<file path="config.mk">
export PLATFORM = sky130hd
export DESIGN_NAME = float_sum_reduce
export DESIGN_NICKNAME = d
export VERILOG_FILES = /design/src/rtl/float_sum_reduce.sv
export SDC_FILE = /design/constraint.sdc
export NUM_CORES = 1
export LEC_CHECK = 0
export ABC_CLOCK_PERIOD_IN_PS = 4900
export CAP_MARGIN = 20
export CORE_UTILIZATION = 35
export DETAILED_ROUTE_END_ITERATION = 8
export GPL_TIMING_DRIVEN = 0
export SKIP_CTS_REPAIR_TIMING = 1
export SLEW_MARGIN = 40
export SYNTH_ARGS = -nofsm -noshare
export SYNTH_HDL_FRONTEND = slang
export SYNTH_SLANG_ARGS = --single-unit
</file>
<file path="constraint.sdc">
create_clock -name clk -period 4.9 [get_ports clk]
set_input_delay 1.225 -clock clk [delete_from_list [all_inputs] [get_ports clk]]
set_output_delay 1.225 -clock clk [all_outputs]
set_load 0.05 [all_outputs]
</file>
<file path="src/rtl/float_sum_reduce.sv">
// float_sum_reduce: streaming packet-sum front-end for float_add_pipeline.
// Elements are buffered in a small skid FIFO, then folded one at a time into
// an accumulator via the external adder's req/ack handshake. The packet sum
// and element count are presented on a valid/ready output.
module float_sum_reduce #(
    parameter int float_width = 32,
    parameter int fifo_depth  = 4,
    parameter int count_width = 16
) (
    input  logic                   clk,
    input  logic                   rst_n,
    input  logic                   in_valid,
    output logic                   in_ready,
    input  logic [float_width-1:0] in_data,
    input  logic                   in_last,
    output logic                   out_valid,
    input  logic                   out_ready,
    output logic [float_width-1:0] out_data,
    output logic [count_width-1:0] out_count,
    output logic                   add_req,
    output logic [float_width-1:0] add_a,
    output logic [float_width-1:0] add_b,
    input  logic [float_width-1:0] add_out,
    input  logic                   add_ack,
    output logic                   protocol_err
);
    localparam int ptr_w = $clog2(fifo_depth);

    typedef enum logic [1:0] {ST_FIRST, ST_ACCUM, ST_WAIT, ST_DONE} state_t;

    // FIFO storage: {last, data}; pointers carry one extra wrap bit.
    logic [float_width:0]   mem_q [fifo_depth];
    logic [ptr_w:0]         wr_ptr_q, wr_ptr_d, rd_ptr_q, rd_ptr_d;
    logic [ptr_w:0]         occ_d;
    logic                   in_ready_q, in_ready_d;
    logic                   push, pop, fifo_empty;
    logic [float_width-1:0] head_data;
    logic                   head_last;

    state_t                 state_q, state_d;
    logic [float_width-1:0] acc_q, acc_d;
    logic [count_width-1:0] count_q, count_d;
    logic                   pend_last_q, pend_last_d;
    logic                   add_req_q, add_req_d;
    logic [float_width-1:0] add_a_q, add_a_d, add_b_q, add_b_d;
    logic                   out_valid_q, out_valid_d;
    logic [float_width-1:0] out_data_q, out_data_d;
    logic [count_width-1:0] out_count_q, out_count_d;
    logic                   err_q, err_d;

    function automatic logic [count_width-1:0] sat_inc(input logic [count_width-1:0] c);
        return (c == '1) ? c : c + 1'b1;
    endfunction

    assign push       = in_valid & in_ready_q;
    assign fifo_empty = (wr_ptr_q == rd_ptr_q);
    assign head_data  = mem_q[rd_ptr_q[ptr_w-1:0]][float_width-1:0];
    assign head_last  = mem_q[rd_ptr_q[ptr_w-1:0]][float_width];

    // Sequencer: decide pops, adder requests and output updates for this cycle.
    always_comb begin
        state_d     = state_q;
        acc_d       = acc_q;
        count_d     = count_q;
        pend_last_d = pend_last_q;
        add_req_d   = 1'b0;
        add_a_d     = add_a_q;
        add_b_d     = add_b_q;
        out_valid_d = out_valid_q;
        out_data_d  = out_data_q;
        out_count_d = out_count_q;
        err_d       = err_q | (add_ack & (state_q != ST_WAIT));
        pop         = 1'b0;
        case (state_q)
            ST_FIRST: begin
                // First element is loaded directly so a lone element passes bit-exact.
                if (!fifo_empty) begin
                    pop     = 1'b1;
                    acc_d   = head_data;
                    count_d = count_width'(1);
                    if (head_last) begin
                        state_d     = ST_DONE;
                        out_valid_d = 1'b1;
                        out_data_d  = head_data;
                        out_count_d = count_width'(1);
                    end else begin
                        state_d = ST_ACCUM;
                    end
                end
            end
            ST_ACCUM: begin
                if (!fifo_empty) begin
                    pop         = 1'b1;
                    add_req_d   = 1'b1;
                    add_a_d     = acc_q;
                    add_b_d     = head_data;
                    pend_last_d = head_last;
                    count_d     = sat_inc(count_q);
                    state_d     = ST_WAIT;
                end
            end
            ST_WAIT: begin
                if (add_ack) begin
                    acc_d = add_out;
                    if (pend_last_q) begin
                        state_d     = ST_DONE;
                        out_valid_d = 1'b1;
                        out_data_d  = add_out;
                        out_count_d = count_q;
                    end else begin
                        state_d = ST_ACCUM;
                    end
                end
            end
            ST_DONE: begin
                if (out_ready) begin
                    out_valid_d = 1'b0;
                    state_d     = ST_FIRST;
                end
            end
            default: state_d = ST_FIRST;
        endcase
    end

    // FIFO pointer update; in_ready is registered from next-cycle occupancy.
    always_comb begin
        wr_ptr_d   = wr_ptr_q + {{ptr_w{1'b0}}, push};
        rd_ptr_d   = rd_ptr_q + {{ptr_w{1'b0}}, pop};
        occ_d      = wr_ptr_d - rd_ptr_d;
        in_ready_d = (occ_d != (ptr_w + 1)'(fifo_depth));
    end

    // FIFO storage write (data path, no reset needed).
    always_ff @(posedge clk) begin
        if (push) begin
            mem_q[wr_ptr_q[ptr_w-1:0]] <= {in_last, in_data};
        end
    end

    // State and registered outputs.
    always_ff @(posedge clk or negedge rst_n) begin
        if (!rst_n) begin
            wr_ptr_q    <= '0;
            rd_ptr_q    <= '0;
            in_ready_q  <= 1'b0;
            state_q     <= ST_FIRST;
            acc_q       <= '0;
            count_q     <= '0;
            pend_last_q <= 1'b0;
            add_req_q   <= 1'b0;
            add_a_q     <= '0;
            add_b_q     <= '0;
            out_valid_q <= 1'b0;
            out_data_q  <= '0;
            out_count_q <= '0;
            err_q       <= 1'b0;
        end else begin
            wr_ptr_q    <= wr_ptr_d;
            rd_ptr_q    <= rd_ptr_d;
            in_ready_q  <= in_ready_d;
            state_q     <= state_d;
            acc_q       <= acc_d;
            count_q     <= count_d;
            pend_last_q <= pend_last_d;
            add_req_q   <= add_req_d;
            add_a_q     <= add_a_d;
            add_b_q     <= add_b_d;
            out_valid_q <= out_valid_d;
            out_data_q  <= out_data_d;
            out_count_q <= out_count_d;
            err_q       <= err_d;
        end
    end

    assign in_ready     = in_ready_q;
    assign add_req      = add_req_q;
    assign add_a        = add_a_q;
    assign add_b        = add_b_q;
    assign out_valid    = out_valid_q;
    assign out_data     = out_data_q;
    assign out_count    = out_count_q;
    assign protocol_err = err_q;

endmodule

</file>
Word-level counts from Yosys, hierarchy flattened
Memories as Yosys holds them, arrays and structs flattened.
Index checks and enable logic that the tools add are counted.
- memories kept: 1
- memory bits (writable): 132
- word-level logic and storage cells: 83
- register bits after elaboration: 173
- output and inout port bits: 116
- reduce and logical (&&, ||, !) cells: 11
- bitwise operators: 4
- add/sub/neg operators: 4
- muxes and demuxes: 35
- equality and inequality tests: 14
- memory list (memory ; words ; bits a word ; rd ports ; clocked after Yosys merged registers in ; write ports ; RTL line ; RTL):
    mem_q ; 4 ; 33 ; 1 ; 0 ; 1 ; 32 ; logic [float_width:0] mem_q [fifo_depth];
- operators by type and width (operator ; number):
    $mux W32 ; 6
    $pmux W32 S2 ; 2
    $mux W16 ; 7
    $pmux W16 S2 ; 2
    $add A16 B1 Y16 const B ; 1
    $eq A16 B16 Y1 const B ; 1
    $ne A2 B2 Y1 const B ; 8
    $mux W2 ; 6
    $mux W1 ; 10
    $pmux W2 S4 ; 1
    $reduce_and A4 Y1 ; 2
    $add A3 B1 Y3 ; 2
    $reduce_and A6 Y1 ; 1
    $reduce_and A5 Y1 ; 1
    $eq A2 B2 Y1 const B ; 2
    $reduce_bool A2 Y1 ; 2
    $eq A3 B3 Y1 ; 1
    $ne A3 B3 Y1 const B ; 1
    $pmux W1 S3 ; 1
    $reduce_and A3 Y1 ; 1
    $reduce_bool A3 Y1 ; 1
    $sub A3 B3 Y3 ; 1
    $and A1 B1 Y1 ; 2
    $eq A2 B1 Y1 const B ; 1
    other kinds (5) ; 5

Depth between registers and ports, before layout
- depth after elaboration: 6
- mapped depth: 12
- mapped depth without buffers: 11

Worst setup path before layout
OpenSTA, ideal clock, no wires.
- kind: input to register
- from: in in_valid
- to: mem mem_q[1][0] in the netlist's numbering (enable)
- data required time: 4.429 ns
- cell stages on the path: 2
- path slack: 0.599 ns
- library setup time: 0.471 ns
- arrival time: 3.830 ns
- path buffers: 0
- path through: nand2_1 > nor3b_1
- word-level cells in the longest chain between the ends: 3
- RTL lines (item ; RTL line ; RTL):
    start: declaration ; 12 ; input logic in_valid,
    $and A1 B1 Y1 ; 55 ; assign push = in_valid & in_ready_q;
    $mux W1 ; 135 ; if (push) begin
    $mux W1 (not written as such) ; 136 ; mem_q[wr_ptr_q[ptr_w-1:0]] <= {in_last, in_data};
    end: declaration ; 32 ;
Every way passes these cells.

Final worst setup path
- from: reg rd_ptr_q[1]
- to: reg in_ready_q, in the netlist in_ready
- word-level cells in the longest chain between the ends: 6
- RTL lines (item ; RTL line ; RTL):
    start: declaration ; 33 ; logic [ptr_w:0] wr_ptr_q, wr_ptr_d, rd_ptr_q, rd_ptr_d;
    start signal: assignment ; 159 ; rd_ptr_q <= rd_ptr_d;
    $eq A3 B3 Y1 ; 56 ; assign fifo_empty = (wr_ptr_q == rd_ptr_q);
    $mux W1 ; 77, 92 ;
    $mux W1 ; n/a ;
    $add A3 B1 Y3 (*) ; 128 ; rd_ptr_d = rd_ptr_q + {{ptr_w{1'b0}}, pop};
    net rd_ptr_d[1] ; 33 ;
    $sub A3 B3 Y3 (*) ; 129 ; occ_d = wr_ptr_d - rd_ptr_d;
    $ne A3 B3 Y1 (*) ; 130 ; in_ready_d = (occ_d != (ptr_w + 1)'(fifo_depth));
    net in_ready_d ; 35 ; logic in_ready_q, in_ready_d;
    end signal: assignment ; 160 ; in_ready_q <= in_ready_d;
    end: declaration ; 35 ;
The timed path passes the listed nets; every way through them passes the cells marked *.
A chain may end at the register's enable or synchronous reset.

==> reports/metrics.yaml <==
leakage_nw: 6.47
synth-edff-count: 132
worstMarginPinSlew_ps: 683
max-cap-violations: 0
ys.flop_type: "dfrtp_1"
setup_violations: 0
syn_inst: 834
cts_buffers: 34
fin_area_sq_mm: 0.0162
synthArstFlopShare_pct: 56.7
syn_to_final_growth_pct: 29.8
crit_start: "rd_ptr_q[1]"
path_max_fanout: 7
finalSetupTns_ps: 0
fp.dieW_um: 191
power_frac_clock_pct: 20.2
place_area_sq_mm: 0.0151
hp-start: "protocol_err"
vias: 7639
syn-num-nets: 911
initial_core_util_pct: 35.9
combPwrFrac_pct: 48.1
seq_power_share_pct: 31.6
grt.total_usage_pct: 17.4
gp_congestion: 0.864
cts_tree: "done"
p_switching_w: 0.00499
grt_max_degree: 69
io_pins: 186
clk_pin_slew_ps: 60
critPathKind: "register to register"
drt_wl_total_um: 31200
fin_crit_ps: 3000
die_area_sq_mm: 0.0365
hp-class: "register to register"
synth_cell_type_count: 49
via_per_inst: 4.91
cp-end-kind: "register"
synthTopCellsByArea: "dfrtp_1 35%, edfxtp_1 32%, mux2_2 6.0%"
drtIter0Drc: 468
outcome: "complete, no violations"
antenna_found_initial: 2
finClkSkew_ps: 17.2
cts_sinks: 305
placedCellCount: 1493
grt.overflow.total: 0
final_common_cell: "clkdlybuf4s50_1"
min_period_over_period_pct: 61.3
critPathRequiredTime_ps: 5280
wl_per_cell_um: 20.1
firstDrtPassIters: 5
synth_top_area_cell: "dfrtp_1"
synth.avg_cell_area_sq_um: 15.0
mostFrequentLayoutCells: "184 x clkdlybuf4s50_1, 173 x dfrtp_1, 132 x edfxtp_1"
coreArea_sq_mm: 0.0349
grt_first_pass_wirelength_um: 47800
worstSetupStartpointType: "register"
rows: 68
ys_seq_area_share_pct: 66.3
drive_above_1_share_pct: 21.4
multiInputGateArea_sq_mm: 0.00391
fillers: 3143
htreeDepth: 2
drc: 0
clockBufferDepth: 3
worst-endpoint-arrival_ps: 3380
power.density_mw_per_mm2: 769
ys_ff_latch: 305
rr_startpoint: "rd_ptr_q[1]"
grt_pass1_vias: 7771
synthesis.area_sq_mm: 0.0125
switching_share_pct: 40.0
port_buffers: 185
stdcell_count: 1555
nets: 1151
netlist.area_leader.share_pct: 34.6
cts-root-buf: "clkbuf_16"
clkLatencyLatePin_ps: 510
max_freq_ghz: 0.333
ant_nets: 0
internal-power_w: 0.00749
yosysWarnings: 0
regArea_sq_mm: 0.00829
irDropWorstVdd_v: 0.000441
chipHeight_um: 191
hold_viol: 0
rsz0062_at_grt: "false"
dp_hpwl_um: 22900
drv_slew: 0
relSlewSlack_pct: 54.5
[cell families (layout without fill, tap and decap cells)]
| family | count (synthesis) | count (layout) | synth area share [%] |
|---|---|---|---|
| other cells | 0 | 1 | 0 |
| simple gates | 189 | 189 | 6.53 |
| flops | 305 | 305 | 66.3 |
| mux | 130 | 130 | 15.6 |
| buf+inv | 60 | 325 | 2.61 |
| compound gates | 136 | 136 | 7.65 |
| xor+xnor | 7 | 7 | 0.610 |
| fa+ha+maj | 7 | 7 | 0.700 |
[Yosys cell counts (12+ instances only)]
cell type and number:
dfrtp_1 173, edfxtp_1 132, nand2_1 112, mux2_2 67, o21ai_0 47, nor2_1 38, mux4_2 33, o21a_1 33
mux2_4 30, clkbuf_1 26, a22o_1 16, buf_2 12
[final timing paths]
check | end | slack (ps) | cells past startpoint
min in group asynchronous | add_b[26] | 620 | 1
worst min-delay path | protocol_err | 470 | 1
worst min register to register | protocol_err | 470 | 1
max in group asynchronous | acc_q[10] | 3590 | 2
worst max-delay path | in_ready | 1900 | 12
worst max register to register | in_ready | 1900 | 12
[stage by stage]
step                setup WS [ps]  total power, W  hold slack, ps  utilization (%)
floorplan                     599         0.00805             475                -
global placement            -4920         0.00995             449             42.8
detailed placement           1440          0.0101             456             43.3
CTS                          1560          0.0126             473             46.5
global route                 1720          0.0131             500             46.5
finish                       1900          0.0125             469             46.5
[final cells by class]
cell class / instances / share of cell area, %
Sequential cell: 305 / 51.1
Multi-Input combinational cell: 469 / 24.1
Tap cell: 455 / 3.51
Timing Repair Buffer: 204 / 12.4
Buffer: 50 / 1.78
Inverter: 10 / 0.231
Clock inverter: 13 / 0.971
Clock buffer: 48 / 5.87
Antenna cell: 1 / 0.0154
[critical path, stage by stage, from the launching register on]
cell and delay (ps):
dfrtp_1 400, buf_6 150, xor2_2 210, o31ai_2 540, inv_1 280, ha_1 250
ha_1 300, inv_1 50, ha_1 170, nor2b_1 130, xnor2_1 150, nor2_1 50
nand4b_1 180
[per-layer routing]
layer	part of all wire, %	track usage, %
met5	0	0
met4	2.5	5.78
met3	5.0	3.36
met2	46	27.0
met1	46	24.5
[sequential cells by signal (all words and copies together) (netlist names), 2 cells and up]
signal	count
out_count	16
mem_q	132
acc_q	32
out_data	32
state_q	2
count_q	16
wr_ptr_q	3
add_a	32
rd_ptr_q	3
add_b	32
[power by group through the flow]
stage | sequential (W) | clock, W | combinational [W]
final | 0.00395 | 0.00252 | 0.00601
after global routing | 0.00404 | 0.00270 | 0.00641
after CTS | 0.00396 | 0.00259 | 0.00609
after detailed placement | 0.00400 | 0 | 0.00607
after global placement | 0.00400 | 0 | 0.00596
after floorplan | 0.00534 | 0 | 0.00271
No activity file was read; power rests on OpenSTA's default activity.
